[src/rtl/alu_booth_seq.sv]
// Radix-2 Booth multiply sequencer that borrows the shared 16-bit ALU for 16 cycles per multiply.
// Optional high-half overflow flag is built only when ALU_MUL_HI_CHECK_EN is defined.
module alu_booth_seq (
    input  logic        clk,
    input  logic        rst_n,
    input  logic        start,
    input  logic [15:0] mcand,
    input  logic [15:0] mplier,
    output logic        ready,
    output logic        busy,
    output logic        done,
    output logic [31:0] product,
    output logic        ovf,
    input  logic [15:0] cpu_x,
    input  logic [15:0] cpu_y,
    input  logic [2:0]  cpu_fnsel,
    output logic [15:0] alu_x,
    output logic [15:0] alu_y,
    output logic [2:0]  alu_fnsel,
    input  logic [15:0] alu_z,
    input  logic        alu_cn,
    input  logic        alu_cn1
);

    typedef enum logic [1:0] {
        IDLE = 2'd0,
        RUN  = 2'd1,
        DONE = 2'd2
    } state_e;

    localparam logic [2:0] FN_ADD  = 3'd0;
    localparam logic [2:0] FN_SUB  = 3'd1;
    localparam logic [2:0] FN_PASS = 3'd6;

    state_e      state_q, state_d;
    logic [15:0] m_q, m_d;
    logic [15:0] a_q, a_d;
    logic [15:0] q_q, q_d;
    logic        q_1_q, q_1_d;
    logic [3:0]  cnt_q, cnt_d;
    logic [31:0] product_q, product_d;

    logic        run;
    logic        add_sub;
    logic [2:0]  step_fn;
    logic [15:0] step_v;
    logic        step_s;
    logic [32:0] shifted;

    // The ALU result is only consumed on add/sub steps; a pass step keeps A as-is.
    always_comb begin
        run     = (state_q == RUN);
        add_sub = q_q[0] ^ q_1_q;
        unique case ({q_q[0], q_1_q})
            2'b01:   step_fn = FN_ADD;
            2'b10:   step_fn = FN_SUB;
            default: step_fn = FN_PASS;
        endcase
        step_v  = add_sub ? alu_z : a_q;
        // The true sign of the 17-bit sum is bit 15 flipped whenever the add/sub overflowed.
        step_s  = add_sub ? (alu_z[15] ^ (alu_cn ^ alu_cn1)) : a_q[15];
        shifted = {step_s, step_v, q_q};

        alu_x     = run ? a_q     : cpu_x;
        alu_y     = run ? m_q     : cpu_y;
        alu_fnsel = run ? step_fn : cpu_fnsel;
    end

`ifdef ALU_MUL_HI_CHECK_EN
    logic ovf_q, ovf_d;
`endif

    // NOTE: every next-state signal gets a default before the case so no path leaves one unassigned (no latches).
    always_comb begin
        state_d   = state_q;
        m_d       = m_q;
        a_d       = a_q;
        q_d       = q_q;
        q_1_d     = q_1_q;
        cnt_d     = cnt_q;
        product_d = product_q;
`ifdef ALU_MUL_HI_CHECK_EN
        ovf_d     = ovf_q;
`endif
        unique case (state_q)
            IDLE: begin
                if (start) begin
                    m_d     = mcand;
                    a_d     = '0;
                    q_d     = mplier;
                    q_1_d   = 1'b0;
                    cnt_d   = '0;
                    state_d = RUN;
                end
            end
            RUN: begin
                a_d   = shifted[32:17];
                q_d   = shifted[16:1];
                q_1_d = shifted[0];
                cnt_d = cnt_q + 4'd1;
                if (cnt_q == 4'd15) begin
                    product_d = shifted[32:1];
`ifdef ALU_MUL_HI_CHECK_EN
                    // Fits in signed 16 bits only if bits 31..15 are a pure sign extension.
                    ovf_d = !((&shifted[32:16]) || !(|shifted[32:16]));
`endif
                    state_d = DONE;
                end
            end
            DONE:    state_d = IDLE;
            default: state_d = IDLE;
        endcase
    end

    // NOTE: sequential state uses non-blocking assignments so all flops update from pre-edge values.
    always_ff @(posedge clk or negedge rst_n) begin
        if (!rst_n) begin
            state_q   <= IDLE;
            m_q       <= '0;
            a_q       <= '0;
            q_q       <= '0;
            q_1_q     <= 1'b0;
            cnt_q     <= '0;
            product_q <= '0;
`ifdef ALU_MUL_HI_CHECK_EN
            ovf_q     <= 1'b0;
`endif
        end else begin
            state_q   <= state_d;
            m_q       <= m_d;
            a_q       <= a_d;
            q_q       <= q_d;
            q_1_q     <= q_1_d;
            cnt_q     <= cnt_d;
            product_q <= product_d;
`ifdef ALU_MUL_HI_CHECK_EN
            ovf_q     <= ovf_d;
`endif
        end
    end

    assign ready   = (state_q == IDLE);
    assign busy    = (state_q == RUN);
    assign done    = (state_q == DONE);
    assign product = product_q;
`ifdef ALU_MUL_HI_CHECK_EN
    assign ovf     = ovf_q;
`else
    assign ovf     = 1'b0;
`endif

endmodule

[config.mk]
export PLATFORM = sky130hd
export DESIGN_NAME = alu_booth_seq
export DESIGN_NICKNAME = d
export VERILOG_FILES = /design/src/rtl/alu_booth_seq.sv
export SDC_FILE = /design/constraint.sdc
export NUM_CORES = 1
export LEC_CHECK = 0
export CAP_MARGIN = 20
export CORE_UTILIZATION = 34
export DETAILED_ROUTE_END_ITERATION = 6
export GPL_TIMING_DRIVEN = 0
export HOLD_SLACK_MARGIN = 0.06
export PLACE_DENSITY = 0.7
export SYNTH_ARGS = -nofsm -noshare
export SYNTH_HDL_FRONTEND = slang
export SYNTH_SLANG_ARGS = --single-unit
[constraint.sdc]
create_clock -name clk -period 2.9 [get_ports clk]
set_input_delay 0.725 -clock clk [delete_from_list [all_inputs] [get_ports clk]]
set_output_delay 0.725 -clock clk [all_outputs]
set_load 0.02 [all_outputs]
* Yosys cells after proc, flatten, opt, wreduce, memory -nomap -nowiden
Cells that the tools add are included.
Word-level totals: register bits after elaboration 87, bits in latches 0, bits in writable memories 0, ROM bits 0, output and inout bits 71, logic and storage cells 41, memories kept 0
Operators by class: add/subtract/negate cells 1, $mul 0, divide/modulo/power cells 0, order comparisons 0, equality and inequality tests 7, shift operators 0, mux-type cells 17, bitwise logic cells 3, reductions and logical operators 6
Operator list (count):
- 16-bit 2-to-1 mux | 5
- 16-bit one-hot mux with 2 select lines | 2
- 4-bit one-hot mux with 2 select lines | 1
- 2-bit AND reduction | 4
- 3-bit one-hot mux with 2 select lines | 1
- 4-bit by 1-bit adder with 4-bit output, second input constant | 1
- 2-bit by 1-bit == test with 1-bit output, second input constant | 2
- 2-bit == test, second input constant | 2
- 4-bit == test, second input constant | 1
- 2-bit 2-to-1 mux | 2
- 4-bit 2-to-1 mux | 1
- 2-bit one-hot mux with 2 select lines | 1
- 3-bit 2-to-1 mux | 1
- 1-bit bitwise XOR | 3
- 2-bit zero test | 1
- 1-bit 2-to-1 mux | 2
- 2-bit by 1-bit != test with 1-bit output, second input constant | 1
- 2-bit != test, second input constant | 1
- 1-bit one-hot mux with 2 select lines | 1
- 2-bit nonzero test | 1

* Depth between registers and ports, before layout
depth after elaboration 4, gate-level depth with buffers 8, depth with buffers taken out 5

* Worst setup path after synthesis
OpenSTA, ideal clock, no wires.
path type flip-flop to output port, from register state_q[1], to output port alu_fnsel[0], arrival time 1371 ps, data required time 2175 ps, slack 804 ps, cell stages (with the launch flop) 7, buffers on the path 2, cell sequence dfrtp_1 nand2b_1 buf_2 inv_2 clkbuf_1 nand2_1 nand2_1
On the way: word-level cells in the longest chain between the ends 2
RTL lines:
- start: declaration | RTL line 35 | state_e state_q, state_d;
- start signal: assignment | RTL line 129 | state_q <= state_d;
- 2-bit by 1-bit == test with 1-bit output
- via busy | RTL line 10 | output logic busy,
- 3-bit 2-to-1 mux | RTL line 66 | alu_fnsel = run ? step_fn : cpu_fnsel;
- end: declaration | RTL line 19 | output logic [2:0] alu_fnsel,
The timed path passes the listed nets, and every way through them passes these cells.

* Worst setup path after layout
from register state_q[1], to output port alu_y[13]
On the way: word-level cells in the longest chain between the ends 2
RTL lines:
- 2-bit by 1-bit == test with 1-bit output | RTL line 52 | run = (state_q == RUN);
- 16-bit 2-to-1 mux | RTL line 65 | alu_y = run ? m_q : cpu_y;
- end: declaration | RTL line 18 | output logic [15:0] alu_y,
No other way between the ends.

==> run metrics <==
status=finished, final reports clean; Final Skew=8.56 ps; H-Tree Depth=3; largest net degree at the start of global routing=65; Worst R2R End=q_q[15]$_DFFE_PN0P_; ys async rst share=100%; Final #Nets=690; Tightest Pin Transition=544 ps; die width=113 um; first drt pass iteration count=4; worst reg-to-reg setup slack=810 ps; clk root buf=clkbuf_16; vias per cell=4.91; vias=3696; total CTS buffers=9; antenna-violating nets left=0; dpl ws=-26.7 ps; cell taking the most area after synthesis=dfrtp_1; syn_area_per_cell=9.69 um2; DIE AREA=0.0128 mm2; Setup crit start kind=flop; commonest non-fill, non-tap cells in the layout=clkdlybuf4s50_1, nand2_1, dfrtp_1; Main synth FF type=dfrtp_1; Design Power=7090 uW; # setup viols final=0; Hold Vio Cnt, Final=0; Slew Limit Fails=0; initial antenna violation count=0; DP HPWL=8.49 mm; Lkg Pwr=0.00309 uW; P&R area growth vs syn=52.0%; filler cell count=1107; Yosys warning count=0; 1st-iter DRT viols=185; Max IR drop VDD=0.000532 V; top cell type's share of synthesized area=51.9%; crit-path max FO=10; period utilisation layout=97.3%; I/O pins=159; Post-DP Area=0.00598 mm2; number of global-route vias before repair=3798; most common cell after layout, fill and taps aside=clkdlybuf4s50_1; Final Core Density=53.1%; Syn Inst Count=433; CP Data Arrival Time=2100 ps; wire length per cell=15.4 um; Post-Syn Nets=523; max cap viols=0; CP endpoint kind=output pin; Synth cell types=31; DRC=0; fmax=0.354 GHz; top area cells in the synthesized netlist=dfrtp_1, nand2_1, a21oi_1, mux2_2, o21ai_0; EDFF count, synth=0; reg2reg start=q_q[0]$_DFFE_PN0P_; post-route minimum period=2820 ps; worst skew pair latency=330 ps; final wirelength=11.6 mm; Starting Density=34.9%; layout cells sized above 1=11.9%; WS Path Type=reg -> out; unrepaired setup endpoints after global routing=true; cell area after layout=0.00638 mm2; post-CTS setup buffers=0; overall routing resource usage=18.4%; core area=0.0120 mm2; Core Rows=40; synthesized flop and latch total=87; Worst EP required=2170 ps; Die Y=113 um; Slew HR=63.8%; power per standard cell area=1110 mW/mm2; clk buf depth=2; final worst setup slack=77.5 ps; Seq/Total Area, Yosys=51.9%; Synth Cell Area=0.00420 mm2; port buffer count=157; first-pass GRT wire length=18.6 mm; Final GP Congestion=0.806; CTS tree=yes; Overflow after GRT=0; Clock Sink Count=87; n_diodes=0; Worst R2R Path Depth=5; worst hold path class=in -> async; Worst-path clk slew=70 ps
==> synthesized netlist by cell type (3+ instances only) <==
cell and count:
a21oi_1 50, a22oi_1 15, buf_2 5, buf_4 4, buf_6 5, clkbuf_1 20, dfrtp_1 87, mux2_2 20
mux2_4 11, mux2i_1 16, nand2_1 123, nor2_1 3, nor2b_1 18, o21ai_0 34, o21bai_1 3
==> power by group <==
part           internal (uW)  switching, uW
sequential              1790            401
clock                    695            474
combinational           1780           1950
==> cell type report <==
class	instances	area [um2]	area share, %
Buffer	32	211	3.31
Tap cell	147	184	2.88
Clock buffer	12	246	3.86
Multi-Input combinational cell	309	1820	28.6
Sequential cell	87	2180	34.1
Timing Repair Buffer	158	1670	26.2
Clock inverter	4	53.8	0.843
Inverter	3	11.3	0.177
==> flip-flops by register name, summed over array words and instances (netlist names) <==
name     flops
a_q         16
cnt_q        4
m_q         16
product     32
q_1_q        1
q_q         16
state_q      2
==> worst max-delay path, cell delays in order (launching register included) <==
cell             delay, ps
dfrtp_1                370
nand2b_1               130
buf_2                  150
inv_2                  170
clkbuf_4               240
nand2_1                 70
nand2_1                 50
clkdlybuf4s50_1        600
==> worst max path at each step <==
| stage | startpoint | depth (start not counted) | to | slack, ps |
|---|---|---|---|---|
| 2_1_floorplan | state_q[1]$_DFFE_PN0P_ | 6 | alu_fnsel[0] | 800 |
| 3_3_place_gp | rst_n | 1 | m_q[3]$_DFFE_PN0P_ | -2100 |
| 3_5_place_dp | q_q[0]$_DFFE_PN0P_ | 5 | alu_fnsel[2] | -30 |
| 4_1_cts | state_q[1]$_DFFE_PN0P_ | 7 | alu_fnsel[2] | 9 |
| 5_1_grt | state_q[0]$_DFFE_PN0P_ | 6 | alu_y[13] | -50 |
| 6_report | state_q[1]$_DFFE_PN0P_ | 7 | alu_y[13] | 80 |
==> stage by stage <==
| step | hold WS [ps] | setup TNS (ps) | cells |
|---|---|---|---|
| floorplan | 429 | 0 | 433 |
| global placement | 488 | -182530 | 737 |
| detailed placement | 496 | -50.7 | 738 |
| CTS | 302 | 0 | 753 |
| global route | 313 | -62.1 | 752 |
| finish | 299 | 0 | 752 |
==> what timing repair did <==
action | in CTS | in global routing
hold buffers | 0 | 0
endpoints found under the setup margin | 36 | 32
gates resized for setup | 16 | 32
==> layer usage <==
metal	global-route usage [%]	vias up	share of wire (%)
li1	-	1789	-
met1	23.2	1765	43
met2	31.4	127	50
met3	4.28	15	5.7
met4	5.61	0	1.4
met5	0	-	0
==> cells by family after synthesis <==
family	Yosys count	synth area share, %
AOI/OAI and AO/OA	107	14.1
adders and majority gates	2	0.596
muxes	47	13.1
DFF	87	51.9
buffers and inverters	37	4.71
xor gates and xnor gates	2	0.417
other	1	0.0894
and+or+nand+nor	150	15.1
Power figures use the tool's default switching activity.
